`src/rtl/irq_pkg.sv`:
```
// Shared definitions for the interrupt request path: code width, line-count
// ceiling and the acknowledge-code range check.
package irq_pkg;

  localparam int IRQ_CODE_W     = 16;
  localparam int IRQ_MAX_INPUTS = 65536;

  typedef logic [IRQ_CODE_W-1:0] irq_code_t;

  // True when the full 16-bit code names an existing line. The compare is
  // done at 32 bits so an out-of-range code is never aliased onto a low line.
  function automatic logic irq_code_in_range(input irq_code_t code,
                                             input int unsigned num_inputs);
    if (num_inputs >= IRQ_MAX_INPUTS) return 1'b1;
    return (32'(code) < num_inputs);
  endfunction

endpackage

```
`src/rtl/irq_edge_sync.sv`:
```
// Rising-edge detector for the raw event lines.
// With IRQ_PENDING_SYNC_EN defined a 2-flop synchronizer sits ahead of the
// history register, so asynchronous peripheral lines are safe (3-clock
// edge-to-pending latency); otherwise irq_i must be synchronous to sysclk.
// History resets to 0 so a line held high through reset yields an edge.
module irq_edge_sync #(
  parameter int W = 16
) (
  input  logic         sysclk,
  input  logic         sysreset_n,
  input  logic [W-1:0] irq_i,
  output logic [W-1:0] rise_o
);

  logic [W-1:0] level;
  logic [W-1:0] prev_q;

`ifdef IRQ_PENDING_SYNC_EN
  logic [W-1:0] sync1_q;
  logic [W-1:0] sync2_q;

  // Two-stage synchronizer for asynchronous event lines
  always_ff @(posedge sysclk or negedge sysreset_n) begin
    if (!sysreset_n) begin
      sync1_q <= '0;
      sync2_q <= '0;
    end else begin
      sync1_q <= irq_i;
      sync2_q <= sync1_q;
    end
  end

  assign level = sync2_q;
`else
  assign level = irq_i;
`endif

  // Edge history, updated every cycle regardless of any mask
  always_ff @(posedge sysclk or negedge sysreset_n) begin
    if (!sysreset_n) prev_q <= '0;
    else             prev_q <= level;
  end

  assign rise_o = level & ~prev_q;

endmodule

```
`src/rtl/irq_pending_latch.sv`:
```
// Sticky per-line interrupt pending latch with encoded acknowledge.
// Edges on enabled lines set pending bits; an acknowledged code clears its
// bit and returns a one-cycle one-hot pulse (or an error pulse when the code
// is out of range or not pending). A new edge wins over a same-cycle clear.
// Optional input synchronizer: IRQ_PENDING_SYNC_EN (see irq_edge_sync).
module irq_pending_latch
  import irq_pkg::*;
#(
  parameter  int NUM_INPUTS = 16,
  localparam int TOP_INPUT  = NUM_INPUTS - 1
) (
  input  logic                  sysclk,
  input  logic                  sysreset_n,
  input  logic [TOP_INPUT:0]    irq_in,
  input  logic [TOP_INPUT:0]    irq_enable,
  input  logic                  ack_strobe,
  input  logic [IRQ_CODE_W-1:0] ack_code,
  input  logic                  clear_overflow,
  output logic [TOP_INPUT:0]    pending,
  output logic                  any_pending,
  output logic [TOP_INPUT:0]    ack_onehot,
  output logic                  ack_error,
  output logic [TOP_INPUT:0]    overflow
);

  logic [TOP_INPUT:0] rise;
  logic [TOP_INPUT:0] clr;
  logic [TOP_INPUT:0] set_mask;
  logic [TOP_INPUT:0] pending_d, pending_q;
  logic [TOP_INPUT:0] overflow_d, overflow_q;
  logic [TOP_INPUT:0] ack_onehot_q;
  logic               ack_error_d, ack_error_q;
  logic               code_ok;

  irq_edge_sync #(.W(NUM_INPUTS)) u_edge (
    .sysclk     (sysclk),
    .sysreset_n (sysreset_n),
    .irq_i      (irq_in),
    .rise_o     (rise)
  );

  // Decode the acknowledged code into a strobe-gated one-hot clear
  always_comb begin
    code_ok = irq_code_in_range(ack_code, NUM_INPUTS);
    clr     = '0;
    for (int i = 0; i < NUM_INPUTS; i++) begin
      clr[i] = ack_strobe & code_ok & (ack_code == IRQ_CODE_W'(i));
    end
  end

  // Next-state for pending, overflow and the acknowledge error
  always_comb begin
    set_mask    = rise & irq_enable;
    pending_d   = (pending_q & ~clr) | set_mask;
    overflow_d  = (clear_overflow ? '0 : overflow_q) | (set_mask & pending_q & ~clr);
    ack_error_d = ack_strobe & ~(|(clr & pending_q));
  end

  // State registers; reset also kills any in-flight acknowledge pulse
  always_ff @(posedge sysclk or negedge sysreset_n) begin
    if (!sysreset_n) begin
      pending_q    <= '0;
      overflow_q   <= '0;
      ack_onehot_q <= '0;
      ack_error_q  <= 1'b0;
    end else begin
      pending_q    <= pending_d;
      overflow_q   <= overflow_d;
      ack_onehot_q <= clr;
      ack_error_q  <= ack_error_d;
    end
  end

  assign pending     = pending_q;
  assign any_pending = |pending_q;
  assign ack_onehot  = ack_onehot_q;
  assign ack_error   = ack_error_q;
  assign overflow    = overflow_q;

endmodule

```
`config.mk`:
```
export PLATFORM = sky130hd
export DESIGN_NAME = irq_pending_latch
export DESIGN_NICKNAME = d
export VERILOG_FILES = /design/src/rtl/irq_pkg.sv /design/src/rtl/irq_edge_sync.sv /design/src/rtl/irq_pending_latch.sv
export SDC_FILE = /design/constraint.sdc
export NUM_CORES = 1
export LEC_CHECK = 0
export BUFFER_PORTS_ARGS = -buffer_cell sky130_fd_sc_hd__buf_2
export CAP_MARGIN = 20
export CORE_ASPECT_RATIO = 1.2
export CORE_MARGIN = 3
export CORE_UTILIZATION = 48
export DETAILED_ROUTE_END_ITERATION = 8
export GPL_TIMING_DRIVEN = 0
export HOLD_SLACK_MARGIN = 0.1
export MAX_ROUTING_LAYER = met4
export PLACE_DENSITY = 0.87
export SYNTH_ARGS = -nofsm -noshare
export SYNTH_HDL_FRONTEND = slang
export SYNTH_SLANG_ARGS = --single-unit
```
`constraint.sdc`:
```
create_clock -name sysclk -period 1.53 [get_ports sysclk]
set_clock_uncertainty 0.05 [all_clocks]
set_input_delay 0 -clock sysclk [delete_from_list [all_inputs] [get_ports sysclk]]
set_output_delay 0 -clock sysclk [all_outputs]
set_load 0.005 [all_outputs]
```
Word level (Yosys, flattened, before mapping)
Cells that the tools add are included.
- output and inout bits: 50
- word-level logic and storage cells: 54
- input port bits: 52
- register bits after elaboration: 65
- multiplexer cells: 1
- reduce and logical (&&, ||, !) cells: 3
- equal/unequal tests: 15
- order comparisons: 1
- bitwise gates (word level): 29
- operators with widths (cell ; count):
    $eq 16x4->1 const B ; 8
    $and 16x16->16 ; 6
    $eq 16x3->1 const B ; 4
    $eq 16x2->1 const B ; 2
    $not 16->16 ; 2
    $or 16x16->16 ; 2
    $reduce_or 16->1 ; 2
    $and 1x1->1 ; 18
    $eq 16x1->1 const B ; 1
    $logic_not 16->1 ; 1
    $lt 16x5->1 const B ; 1
    $mux 16 ; 1
    $not 1->1 ; 1

Depth between registers and ports, before layout
- depth in word-level cells: 7
- gate-level depth with buffers: 6

Cells and area by module
A second synthesis with hierarchy kept.
- cells, all modules: 231
- area total of the unflattened synthesis: 2735.1 sq um
- modules (own cells, without submodules) (module ; instances ; cells an instance ; area each (sq um) ; sequential area each (sq um)):
    irq_pending_latch ; 1 ; 199 ; 2114.5 ; 1226.2
    irq_edge_sync ; 1 ; 32 ; 620.6 ; 400.4

Worst setup path after synthesis
Ideal clock, no wire load.
- path type: register to register
- start point: register pending_q[3], in the netlist pending[3]
- end point: register ack_error_q, in the netlist ack_error
- cell stages (with the launch flop): 5
- path slack: 0.299 ns
- data arrival time: 1.114 ns
- period minus slack after synthesis: 1.231 ns
- library setup time: 0.067 ns
- path through: dfrtp_1 mux2i_1 nor3b_1 a2111oi_1 a32o_1
- longest elaborated chain between the ends: 4
- ends and longest elaborated chain (element ; RTL line ; text):
    start: declaration ; irq_pending_latch.sv:29 ; logic [TOP_INPUT:0] pending_d, pending_q;
    start signal: assignment ; irq_pending_latch.sv:67 ; pending_q <= pending_d;
    $and 16x16->16 ; irq_pending_latch.sv:56 ; ack_error_d = ack_strobe & ~(|(clr & pending_q));
    $reduce_or 16->1 ; irq_pending_latch.sv:56 ;
    $not 1->1 ; irq_pending_latch.sv:56 ;
    $and 1x1->1 ; irq_pending_latch.sv:56 ;
    via ack_error_d ; irq_pending_latch.sv:32 ; logic ack_error_d, ack_error_q;
    end signal: assignment ; irq_pending_latch.sv:70 ; ack_error_q <= ack_error_d;
    end: declaration ; irq_pending_latch.sv:32 ;
The timed path passes the listed nets, and every way through them passes these cells.

Final worst setup path
- start point: register pending_q[11], in the netlist pending[11]
- end point: output any_pending
- longest elaborated chain between the ends: 1
- ends and longest elaborated chain (element ; RTL line ; text):
    $reduce_or 16->1 ; irq_pending_latch.sv:75 ; assign any_pending = |pending_q;
    end: declaration ; irq_pending_latch.sv:20 ; output logic any_pending,
No other way between the ends.

==> metrics.yaml <==
status: "finished clean"
setup_ws_ns: 0.06260
nFillCells: 379
dieArea_um2: 6184
synth_area_leader_cell: "dfrtp_1"
met2_length_um: 3446
yosysTopAreaCellShare_pct: 64.26
antenna-diode-count: 0
leakagePower_nw: 1.711
drt-total-wl_um: 6532
drv_cap: 0
fmax_mhz: 681.5
r2r-end: "ack_error"
ys_ff_latch: 65
area_growth_pct: 43.60
drtIter0Drc: 104
final_cells: 425
avgSynthCellArea_um2: 11.77
portBuffers: 99
viasPerCell: 5.299
dr_total_vias: 2252
grt_pass1_vias: 2238
holdPathEnd: "ack_onehot[4]"
drtPass1Iterations: 5
cts_root_buf: "clkbuf_8"
setup_violations: 0
drtAntennaViolNets: 0
hold_viol_final: 0
grt_pass1_wl_um: 10250
synth-edff-count: 0
start_util_pct: 50.52
dr_wl_met3_um: 514
synthesis.nets: 267
fin_crit_sh_pct: 95.91
syn_area_um2: 2531
worstHoldStart: "ack_code[9]"
start_kind: "register"
fp.dieH_um: 85.55
required_ns: 1.48
power.switching_uw: 760.2
drt-met1-wl_um: 2446
ctsLongestPathBuffers: 2
async_flop_share_pct: 100.0
fp-row-count: 28
core_um2: 5010
crit_path_end_kind: "output port"
clockPowerShare_pct: 35.2
synth_cells: 215
peakVddDrop_uv: 705.0
comb_power_share_pct: 11.0
grt_overflow: 0
synth_common_cells: "dfrtp_1, inv_1, nor2_1"
p_int_mw: 2.600
power.density_nw_per_um2: 924.4
worstPathArrival_ns: 1.42
crit_type: "register to output port"
dominantRegCellSynth: "dfrtp_1"
grt_setup_unrepaired: "false"
r2r_start: "pending[3]"
rrSetupSlack_ns: 0.16
synthTopCellsByArea: "dfrtp_1, nand3b_1, o22ai_1, o31ai_1, inv_1"
p_seq_share_pct: 53.7
path_max_fanout: 4
min_path_type: "input pin to register"
yosysMostFrequentCell: "dfrtp_1"
pin_count: 102
synth_cell_types: 27
slew-limit-headroom_pct: 54.72
wl_per_cell_um: 15.37
report.final.slew_viol_count: 0
clkTransAtPathRegs_ns: 0.06
swShare_pct: 22.63
hold_depth: 5
dp_hpwl_um: 4554
die_w_um: 72.29
report.power.total_mw: 3.360
grt_max_degree: 37
grt_usage_pct: 22.53
nNetsFinal: 413
post_cts_buffers: 0
r2r_cells: 4
cts_tree: "done"
numClockSinks: 65
gp_congestion: 0.9106
place_inst: 375
fin_util_pct: 72.55
route.detailed.drc: 0
yosys_warnings: 0
drive_gt1_share_pct: 33.97
insertion_delay_ns: 0.33
seq_area_frac_synth_pct: 64.26
dp_slack_ns: -0.02665
antenna_found_initial: 0
min_period_ns: 1.467
worst_pin_slew_ns: 0.6793
h-tree-depth: 3
dr.max_layer_used: "met4"
numCtsBuffers: 9
[area by class of cell]
type / instances / area, µm² / share of cell area (%)
well taps: 60 / 75.07 / 2.065
flip-flops and latches: 65 / 1627 / 44.75
inverters: 19 / 71.32 / 1.962
multi-input cells: 121 / 784.5 / 21.58
clock buffers: 15 / 156.4 / 4.303
repair buffers: 135 / 865.8 / 23.82
plain buffers: 10 / 55.05 / 1.515
[cell usage in the layout (no fill, tap or decap), types with 4 or more instances in the layout]
master | netlist | routed
or2_1 | 4 | 4
o22ai_1 | 17 | 17
dfrtp_1 | 65 | 65
nor4_1 | 6 | 5
clkbuf_8 | 0 | 10
mux2i_1 | 5 | 5
inv_1 | 19 | 19
o41ai_2 | 4 | 4
nand3b_1 | 18 | 18
nor2_1 | 19 | 19
clkbuf_1 | 1 | 6
dlygate4sd3_1 | 0 | 35
o31ai_1 | 12 | 12
nand2_1 | 18 | 18
buf_2 | 5 | 104
[logic make-up (layout without fill, tap and decap cells)]
| kind of cell | count (synthesis) | after routing | share of synthesized area, % |
|---|---|---|---|
| flip-flops | 65 | 65 | 64.26 |
| multiplexers | 5 | 5 | 1.977 |
| AND/OR/NAND/NOR | 77 | 77 | 16.56 |
| buffers and inverters | 29 | 179 | 4.992 |
| AO/OA/AOI/OAI | 39 | 39 | 12.21 |
[power groups by stage]
stage	logic, mW	clock network, mW	registers [mW]
after global routing	0.410	1.27	1.81
after detailed placement	0.302	0	1.84
after floorplan	0.115	0	1.84
after CTS	0.370	1.21	1.81
final	0.371	1.18	1.81
after global placement	0.284	0	1.83
[critical path: stages (launching register included)]
cell	delay [ns]
dfrtp_1	0.44
nor4_2	0.36
nand4_1	0.13
buf_2	0.16
[metal layers]
metal,global-route usage (%),vias to the layer above
met5,-,-
met4,10.26,0
met3,5.158,17
met2,37.53,100
met1,25.61,1081
li1,-,1054
[flip-flops by register name, indices dropped and copies added (netlist names)]
register / flops
ack_onehot: 16
overflow: 16
pending: 16
u_edge.prev_q: 16
ack_error: 1
[timing repair]
item | in CTS | in global routing
gates resized for setup | 1 | 0
hold buffers | 35 | 0
setup endpoints to repair | 1 | 0
endpoints found under the hold margin | 78 | 0
[metrics by stage]
stage	hold slack, ns	setup TNS [ns]	cell area, µm²
floorplan	-0.3456	0	2531
CTS	0.1167	0	3635
finish	0.1224	0	3635
detailed placement	0.02390	-0.05411	3122
global route	0.1425	0	3635
global placement	0.07144	0	3102
[how the worst max path moves through the flow]
stage                       startpoint           end  slack, ns  cells past startpoint
after floorplan             pending[3]     ack_error       0.30                      4
after global placement    ack_code[15]  overflow[12]       0.06                      6
after detailed placement  ack_code[15]  overflow[12]      -0.03                      6
after CTS                  pending[11]   any_pending       0.05                      3
after global routing       pending[11]   any_pending       0.01                      3
final                      pending[11]   any_pending       0.06                      3
Power figures use the tool's default switching activity.
